File: config.mk
export PLATFORM = sky130hd
export DESIGN_NAME = wb_interconnect_nxm
export DESIGN_NICKNAME = d
export VERILOG_FILES = /design/src/rtl/wb_interconnect_nxm.sv
export SDC_FILE = /design/constraint.sdc
export NUM_CORES = 1
export LEC_CHECK = 0
export CAP_MARGIN = 30
export CORE_AREA = 2 2 162 164
export DETAILED_ROUTE_END_ITERATION = 12
export DIE_AREA = 0 0 164 166
export SLEW_MARGIN = 20
export SYNTH_ARGS = -nofsm -noshare
export SYNTH_HDL_FRONTEND = slang
export SYNTH_SLANG_ARGS = --single-unit
File: constraint.sdc
create_clock -name clk -period 1.95 [get_ports clk]
set_input_delay 0.39 -clock clk [delete_from_list [all_inputs] [get_ports clk]]
set_output_delay 0.39 -clock clk [all_outputs]
set_load 0.02 [all_outputs]
File: src/rtl/wb_interconnect_nxm.sv
// N-master x M-slave Wishbone classic crossbar: per-slave address windows, per-slave round-robin
// arbitration with bus lock while cyc is held, internal error slave. Optional watchdog: WB_IC_TIMEOUT_EN.
module wb_interconnect_nxm #(
    parameter int WB_ADDR_WIDTH = 32,
    parameter int WB_DATA_WIDTH = 32,
    parameter int N_MASTERS     = 2,
    parameter int N_SLAVES      = 2,
    parameter logic [N_SLAVES*WB_ADDR_WIDTH-1:0] SLAVE_ADDR_BASE  = {N_SLAVES{32'h0}},
    parameter logic [N_SLAVES*WB_ADDR_WIDTH-1:0] SLAVE_ADDR_LIMIT = {N_SLAVES{32'hFFFF_FFFF}}
) (
    input  logic                                   clk,
    input  logic                                   rstn,
    input  logic [N_MASTERS*WB_ADDR_WIDTH-1:0]     m_adr,
    input  logic [N_MASTERS*WB_DATA_WIDTH-1:0]     m_dat_w,
    output logic [N_MASTERS*WB_DATA_WIDTH-1:0]     m_dat_r,
    input  logic [N_MASTERS-1:0]                   m_cyc,
    input  logic [N_MASTERS-1:0]                   m_stb,
    input  logic [N_MASTERS-1:0]                   m_we,
    input  logic [N_MASTERS*WB_DATA_WIDTH/8-1:0]   m_sel,
    output logic [N_MASTERS-1:0]                   m_ack,
    output logic [N_MASTERS-1:0]                   m_err,
    output logic [N_SLAVES*WB_ADDR_WIDTH-1:0]      s_adr,
    output logic [N_SLAVES*WB_DATA_WIDTH-1:0]      s_dat_w,
    input  logic [N_SLAVES*WB_DATA_WIDTH-1:0]      s_dat_r,
    output logic [N_SLAVES-1:0]                    s_cyc,
    output logic [N_SLAVES-1:0]                    s_stb,
    output logic [N_SLAVES-1:0]                    s_we,
    output logic [N_SLAVES*WB_DATA_WIDTH/8-1:0]    s_sel,
    input  logic [N_SLAVES-1:0]                    s_ack,
    input  logic [N_SLAVES-1:0]                    s_err
);

    localparam int AW  = WB_ADDR_WIDTH;
    localparam int DW  = WB_DATA_WIDTH;
    localparam int SW  = DW / 8;
    localparam int NT  = N_SLAVES + 1;  // index N_SLAVES is the error slave
    localparam int MIW = (N_MASTERS > 1) ? $clog2(N_MASTERS) : 1;
    localparam int TIW = $clog2(NT);

    logic [AW-1:0]        m_adr_a   [N_MASTERS];
    logic [DW-1:0]        m_dat_w_a [N_MASTERS];
    logic [SW-1:0]        m_sel_a   [N_MASTERS];
    logic [TIW-1:0]       tgt       [N_MASTERS];
    logic [N_MASTERS-1:0] busy;
    logic [N_MASTERS-1:0] req       [NT];

    logic [NT-1:0]        gnt_q, gnt_d;
    logic [MIW-1:0]       own_q [NT];
    logic [MIW-1:0]       own_d [NT];
    logic [MIW-1:0]       rr_q  [NT];
    logic [MIW-1:0]       rr_d  [NT];
    logic                 err_q, err_d;

    logic [N_SLAVES-1:0]  raw_stb;
    logic [N_SLAVES-1:0]  to_fire;

    genvar gi;
    generate
        for (gi = 0; gi < N_MASTERS; gi++) begin : g_unpack
            assign m_adr_a[gi]   = m_adr[gi*AW +: AW];
            assign m_dat_w_a[gi] = m_dat_w[gi*DW +: DW];
            assign m_sel_a[gi]   = m_sel[gi*SW +: SW];
        end
    endgenerate

    // Descending scan so the lowest-indexed matching window wins on overlap.
    always_comb begin
        for (int m = 0; m < N_MASTERS; m++) begin
            tgt[m] = TIW'(N_SLAVES);
            for (int i = N_SLAVES - 1; i >= 0; i--) begin
                if (m_adr_a[m] >= SLAVE_ADDR_BASE[i*AW +: AW] &&
                    m_adr_a[m] <= SLAVE_ADDR_LIMIT[i*AW +: AW])
                    tgt[m] = TIW'(i);
            end
        end
    end

    // A master that already owns a target (e.g. after an illegal mid-cyc address change)
    // must not also claim a second one.
    always_comb begin
        busy = '0;
        for (int t = 0; t < NT; t++)
            for (int m = 0; m < N_MASTERS; m++)
                if (gnt_q[t] && own_q[t] == MIW'(m))
                    busy[m] = 1'b1;
    end

    always_comb begin
        for (int t = 0; t < NT; t++) begin
            req[t] = '0;
            for (int m = 0; m < N_MASTERS; m++)
                req[t][m] = m_cyc[m] & m_stb[m] & ~busy[m] & (tgt[m] == TIW'(t));
        end
    end

    always_comb begin
        gnt_d = gnt_q;
        for (int t = 0; t < NT; t++) begin
            logic found;
            int   idx;
            found    = 1'b0;
            idx      = 0;
            own_d[t] = own_q[t];
            rr_d[t]  = rr_q[t];
            if (gnt_q[t]) begin
                if (!m_cyc[own_q[t]]) begin
                    gnt_d[t] = 1'b0;
                    rr_d[t]  = (own_q[t] == MIW'(N_MASTERS - 1)) ? '0 : own_q[t] + 1'b1;
                end
            end else begin
                for (int off = 0; off < N_MASTERS; off++) begin
                    idx = (int'(rr_q[t]) + off) % N_MASTERS;
                    if (!found && req[t][idx]) begin
                        found    = 1'b1;
                        gnt_d[t] = 1'b1;
                        own_d[t] = MIW'(idx);
                    end
                end
            end
        end
        // Error slave: err pulses one cycle after a granted stb, then rests one cycle.
        err_d = gnt_q[N_SLAVES] & m_cyc[own_q[N_SLAVES]] & m_stb[own_q[N_SLAVES]] & ~err_q;
    end

    always_comb begin
        raw_stb = '0;
        for (int t = 0; t < N_SLAVES; t++)
            raw_stb[t] = gnt_q[t] & m_stb[own_q[t]];
    end

`ifdef WB_IC_TIMEOUT_EN
    logic [7:0] wd_q [N_SLAVES];
    logic [7:0] wd_d [N_SLAVES];

    always_comb begin
        to_fire = '0;
        for (int t = 0; t < N_SLAVES; t++) begin
            to_fire[t] = raw_stb[t] & ~s_ack[t] & ~s_err[t] & (wd_q[t] == 8'hFF);
            wd_d[t]    = (raw_stb[t] & ~s_ack[t] & ~s_err[t] & (wd_q[t] != 8'hFF))
                         ? wd_q[t] + 8'd1 : 8'd0;
        end
    end
`else
    assign to_fire = '0;
`endif

    always_comb begin
        s_adr   = '0;
        s_dat_w = '0;
        s_sel   = '0;
        s_cyc   = '0;
        s_stb   = '0;
        s_we    = '0;
        for (int t = 0; t < N_SLAVES; t++) begin
            if (gnt_q[t]) begin
                s_cyc[t]             = m_cyc[own_q[t]];
                s_stb[t]             = raw_stb[t] & ~to_fire[t];
                s_we[t]              = m_we[own_q[t]];
                s_adr[t*AW +: AW]    = m_adr_a[own_q[t]];
                s_dat_w[t*DW +: DW]  = m_dat_w_a[own_q[t]];
                s_sel[t*SW +: SW]    = m_sel_a[own_q[t]];
            end
        end
    end

    always_comb begin
        m_ack   = '0;
        m_err   = '0;
        m_dat_r = '0;
        for (int m = 0; m < N_MASTERS; m++) begin
            for (int t = 0; t < N_SLAVES; t++) begin
                if (gnt_q[t] && own_q[t] == MIW'(m)) begin
                    m_ack[m]             = s_ack[t];
                    m_err[m]             = s_err[t] | to_fire[t];
                    m_dat_r[m*DW +: DW]  = s_dat_r[t*DW +: DW];
                end
            end
            if (gnt_q[N_SLAVES] && own_q[N_SLAVES] == MIW'(m))
                m_err[m] = err_q;
        end
    end

    always_ff @(posedge clk) begin
        if (!rstn) begin
            gnt_q <= '0;
            err_q <= 1'b0;
            for (int t = 0; t < NT; t++) begin
                own_q[t] <= '0;
                rr_q[t]  <= '0;
            end
`ifdef WB_IC_TIMEOUT_EN
            for (int t = 0; t < N_SLAVES; t++)
                wd_q[t] <= 8'd0;
`endif
        end else begin
            gnt_q <= gnt_d;
            err_q <= err_d;
            for (int t = 0; t < NT; t++) begin
                own_q[t] <= own_d[t];
                rr_q[t]  <= rr_d[t];
            end
`ifdef WB_IC_TIMEOUT_EN
            for (int t = 0; t < N_SLAVES; t++)
                wd_q[t] <= wd_d[t];
`endif
        end
    end

endmodule

==> metrics, run 1 <==
drt first pass iters 4; Worst-Skew Late Latency 0.23 ns; Fin Hold WS 0.489 ns; 1st-iter DRT viols 143; # hold bufs at CTS 0; number of nets in the layout 986; remaining antenna violation count 0; failing checks setup timing; Pins Over Slew Limit 0; Tot Pwr 0.00192 W; NetSw 0.000746 W; sw frac 38.9%; first-pass GRT wire length 27100 um; hold crit path type register to register; clock power share 17.3%; data arrival at the endpoint of the critical path 1.61 ns; synth-to-layout area growth 189%; Setup TNS Final -0.182 ns; static leakage 3.38 nW; synth warn 0; FMAX 0.501 GHz; Cells after Synth 343; Max VDD drop 0.000198 V; kind of critical path register to output pin; RSZ-0062 raised after global routing yes; CTS Sinks 6; Flop pwr share 7.3%; vias in the first global route 4298; Setup violations, final 6; most common cell after layout, fill and taps aside clkdlybuf4s50_1; outcome complete, but fails checks; M2 GR Usage 26.3%; critical path fanouts, max 7; CTS H-Tree Depth 1; largest stage delay on the critical path 0.41 ns; crit-path cells nor3b_4 > buf_4 > clkbuf_16 > a22o_1 > clkbuf_2; Comb power frac 75.4%; Total Wirelength 20000 um; FF-to-FF setup slack 0.70 ns; slew margin rel. 81.9%; Port-buffer cells 421; total number of vias 4313; fin util 26.8%; share of cells above drive strength 1 26.6%; number of fill cells 2836; final hold vios 0; Chip Height 166 um; Congestion Overflow GR 0; Starting Density 9.26%; die area 0.0272 mm^2; post-synth cell types 24; Clock Path Buffers 2; drt wl/cell 18.0 um; Vias/cell 3.89; PwrDens 279 mW/mm^2; met1 Use GR 14.1%; largest net degree at the start of global routing 42; Mapped Nets 555; post-route cell area 0.00687 mm^2; CP Capture Type output pin; post-synthesis sequential area ratio 5.06%; drt drc 0; Die X-Extent 164 um; Syn Std Cell Area 0.00237 mm^2; area of the core 0.0256 mm^2; dpl hpwl 15900 um; IO Count 422; minimum clock period 2.00 ns; initial antenna violation count 2; startpoint type of the worst setup path register; total CTS buffers 3; Top Usage Layer GRT met2; syn_area_per_cell 6.92 um^2; row count 59; Total GRT Usage 13.1%; Internal Power 0.00117 W; root buf cell clkbuf_16; Slew @ Worst Pin 0.272 ns; routing usage on met3 3.02%; Yosys reg bits 6; clock transition at the registers of the reported paths 0.03 ns; Max-cap violations 0; CP max-delay cell dfxtp_4; period utilisation layout 102%; Post-DP Area 0.00711 mm^2; setup ws final -0.0473 ns; routability cong. 0.773; WP data required 1.56 ns; most frequent cells in the layout clkdlybuf4s50_1, clkbuf_2, and2_1; CTS tree done; clk_skew 0.00178 ns
==> metrics by stage <==
stage,worst slack [ns],instances
after floorplan,0.365,343
after global placement,-0.242,1092
after detailed placement,-0.210,1092
after CTS,-0.0798,1101
after global routing,-0.111,1107
final,-0.0473,1109
==> logic make-up after synthesis <==
| family | count (synthesis) | synth area share (%) |
|---|---|---|
| buffers and inverters | 40 | 8.65 |
| multiplexers | 71 | 30.0 |
| AO/OA/AOI/OAI | 43 | 14.8 |
| AND/OR/NAND/NOR | 183 | 41.5 |
| flip-flops | 6 | 5.06 |
==> final timing paths <==
path / depth (start not counted) / start / endpoint
hold reg to reg: 2 / rr_q[0][0] / rr_q[0][0]
setup reg to reg: 4 / own_q[0][0] / gnt_q[0]
hold / removal: 2 / rr_q[0][0] / rr_q[0][0]
setup / recovery: 5 / own_q[0][0] / m_dat_r[11]
==> repair_timing <==
action                     CTS  global route
setup endpoints to repair  197           120
setup buffers                3             5
resized for setup          306           196
pin swaps                    1             3
gates cloned                 3             2
==> power by group through the flow <==
stage	combinational (W)	clock [W]	sequential (W)
3_5_place_dp	0.00146	0	0.000137
5_1_grt	0.00153	0.000346	0.000143
2_1_floorplan	0.000551	0	0.000135
4_1_cts	0.00143	0.000332	0.000139
6_report	0.00144	0.000331	0.000141
3_3_place_gp	0.00145	0	0.000137
==> layout make-up <==
| type | count | area (um^2) | area share (%) |
|---|---|---|---|
| flip-flops and latches | 6 | 128 | 1.86 |
| diodes | 2 | 5.00 | 0.0729 |
| well taps | 335 | 419 | 6.11 |
| repair buffers | 464 | 4090 | 59.5 |
| multi-input cells | 297 | 2140 | 31.2 |
| inverters | 2 | 7.51 | 0.109 |
| clock buffers | 3 | 75.1 | 1.09 |
==> layer usage <==
metal  vias up  part of all wire (%)  wire length (um)
met2       263                    53             10600
met5         -                     0                 0
li1       2060                     -                 -
met3        12                   8.7              1730
met1      1978                    37              7480
met4         0                  0.82               163
==> synth_stat cells <==
cell type,instances,area [um^2]
nand2_1,1,3.75
o21ai_0,2,10.0
o21ai_1,1,5.00
and3b_1,1,8.76
and2_1,71,444
inv_1,1,3.75
nor3b_4,1,18.8
a22o_1,33,289
dfxtp_1,6,120
mux2i_1,71,711
buf_6,5,56.3
buf_4,1,7.51
and3_1,36,225
nor2_1,71,267
a22oi_1,1,7.51
buf_2,11,55.1
nor2b_1,1,6.26
inv_2,1,3.75
a221oi_1,1,8.76
o2111ai_1,1,8.76
clkbuf_1,21,78.8
o21bai_1,1,7.51
a21oi_1,3,15.0
nand4bb_1,1,11.3
==> flip-flops by register name, indices dropped and copies added, names as in the netlist <==
| register | flops |
|---|---|
| err_q | 1 |
| gnt_q | 3 |
| own_q | 1 |
| rr_q | 1 |
==> critical path: cells and delay by family (launching register included) <==
family          cells  cell delay, ns
simple gates        1            0.28
compound gates      1            0.17
flops               1            0.41
buf+inv             3            0.51
(Power assumes the default switching activity.)
==> inputs of run 2 (changes only) <==
Settings changed: CTS_CLUSTER_SIZE set to 24.
Clock period 1.95 ns to 2.5 ns, I/O delays scaled along.
==> run 2 against run 1 <==
Effect of this change: global-route usage fell by 0.82 points; first-iteration DRC count shrank 10%; combinational power down 23%; final area grew 3.1%; sequential share of layout area down 0.056 points; highest routed layer is now met5; the flow now finishes without violations; utilization grew 0.83 points; critical endpoint is now s_dat_w[17]; routed wire length shrank 8.8%; setup slack better by 0.16 ns.
==> metrics, run 2 (synthesis results as in run 1) <==
outcome finished, final reports clean; NetSw 0.000531 W; PwrDens 207 mW/mm^2; kind of critical path register to output pin; Buf/Inv on CP 3; number of nets in the layout 957; FMAX 0.418 GHz; drt wl/cell 16.9 um; Total Wirelength 18200 um; initial antenna violation count 4; Comb power frac 75.6%; CTS H-Tree Depth 1; clock power share 17.2%; CTS tree done; final hold vios 0; crit-path cells buf_12 > buf_12 > mux2i_1 > nor2_1 > clkdlybuf4s50_1; Port-buffer cells 421; share of cells above drive strength 1 4.04%; Pins Over Slew Limit 0; drt first pass iters 4; Chip Height 166 um; row count 59; Setup violations, final 0; data arrival at the endpoint of the critical path 1.89 ns; remaining antenna violation count 0; RSZ-0062 raised after global routing no; routability cong. 0.779; CP max-delay cell clkdlybuf4s50_1; static leakage 2.67 nW; clock transition at the registers of the reported paths 0.03 ns; fin util 27.6%; dpl hpwl 15600 um; slew margin rel. 78.8%; die area 0.0272 mm^2; largest stage delay on the critical path 0.56 ns; Total GRT Usage 12.2%; Max-cap violations 0; Congestion Overflow GR 0; 1st-iter DRT viols 128; most common cell after layout, fill and taps aside clkdlybuf4s50_1; IO Count 422; Internal Power 0.000934 W; period utilisation layout 95.7%; Vias/cell 3.85; startpoint type of the worst setup path register; area of the core 0.0256 mm^2; critical path fanouts, max 22; drt drc 0; clk_skew 0.00115 ns; Flop pwr share 7.2%; minimum clock period 2.39 ns; most frequent cells in the layout clkdlybuf4s50_1, mux2i_1, nor2_1, and2_1, and3_1; max FFs per register 3; hold crit path type register to register; CTS Sinks 6; Worst-Skew Late Latency 0.22 ns; Die X-Extent 164 um; most flop-heavy register gnt_q; Slew @ Worst Pin 0.318 ns; synth-to-layout area growth 198%; Starting Density 9.26%; root buf cell clkbuf_16; sw frac 36.2%; total CTS buffers 3; setup bufs post-CTS 0; Max VDD drop 0.000187 V; family with the most delay on the worst path buffers and inverters; total number of vias 4154; CP Capture Type output pin; WP data required 2.00 ns; Setup TNS Final 0 ns; Clock Path Buffers 2; Crit path top cell by count buf_12; first-pass GRT wire length 25700 um; largest net degree at the start of global routing 56; vias in the first global route 4190
[run 2: changes by cell type in the layout (fill, tap and decap cells not counted), sizes merged, moves of 3 or more]
cell / previous run / this run
clkdlybuf4s50: 211 / 411
buf: 91 / 23
clkdlybuf4s15: 3 / 0
clkbuf: 92 / 3
dlygate4sd2: 70 / 0
[run 2: timing repair]
| action | 4_1_cts | 5_1_grt |
|---|---|---|
| resized for setup | 0 | 1 |
| hold endpoints to repair | 0 | 0 |
| hold buffers | 0 | 0 |
| setup endpoints to repair | 0 | 1 |
[run 2: area by class of cell]
class,count,area (um^2)
diodes,1,2.50
clock buffers,3,75.1
fillers,2763,18500
inverters,2,7.51
multi-input cells,297,2050
flip-flops and latches,6,128
well taps,335,419
repair buffers,435,4400
[run 2: metal layers]
layer	share of wire [%]	vias to the layer above	track usage, %	wire length, um
met5	0.071	-	0	13
met4	0.64	2	0.801	117
met3	9.4	12	3.10	1710
met2	53	274	24.8	9670
met1	37	1868	13.0	6720
li1	-	1998	-	-
[run 2: path summary, 6_finish.rpt]
kind,start,endpoint,slack [ns],cells after the start
max,own_q[0][0],s_dat_w[17],0.11,5
min,rr_q[0][0],rr_q[0][0],0.50,2
max reg2reg,gnt_q[1],own_q[0][0],1.29,4
min reg2reg,rr_q[0][0],rr_q[0][0],0.50,2
[run 2: per-stage QoR]
step                power (W)  instance area [um^2]  cells  worst slack (ns)  hold WS (ns)
floorplan            0.000535                  2370    343             0.805         0.465
global placement      0.00123                  7000   1075            0.0344         0.484
detailed placement    0.00123                  7000   1075            0.0434         0.494
CTS                   0.00149                  7070   1078            0.0283         0.499
global route          0.00155                  7080   1078            0.0312         0.553
finish                0.00147                  7080   1079             0.109         0.503
[run 2: worst min-delay path: stages (launching register included)]
cell     delay, ns
dfxtp_1       0.31
o21ai_0       0.08
a21oi_1       0.06
[run 2: power groups by stage]
| stage | clock, W | sequential, W | combinational (W) |
|---|---|---|---|
| 2_1_floorplan | 0 | 0.000105 | 0.000430 |
| 3_3_place_gp | 0 | 0.000107 | 0.00112 |
| 3_5_place_dp | 0 | 0.000107 | 0.00112 |
| 4_1_cts | 0.000258 | 0.000106 | 0.00113 |
| 5_1_grt | 0.000264 | 0.000106 | 0.00118 |
| 6_report | 0.000252 | 0.000105 | 0.00111 |
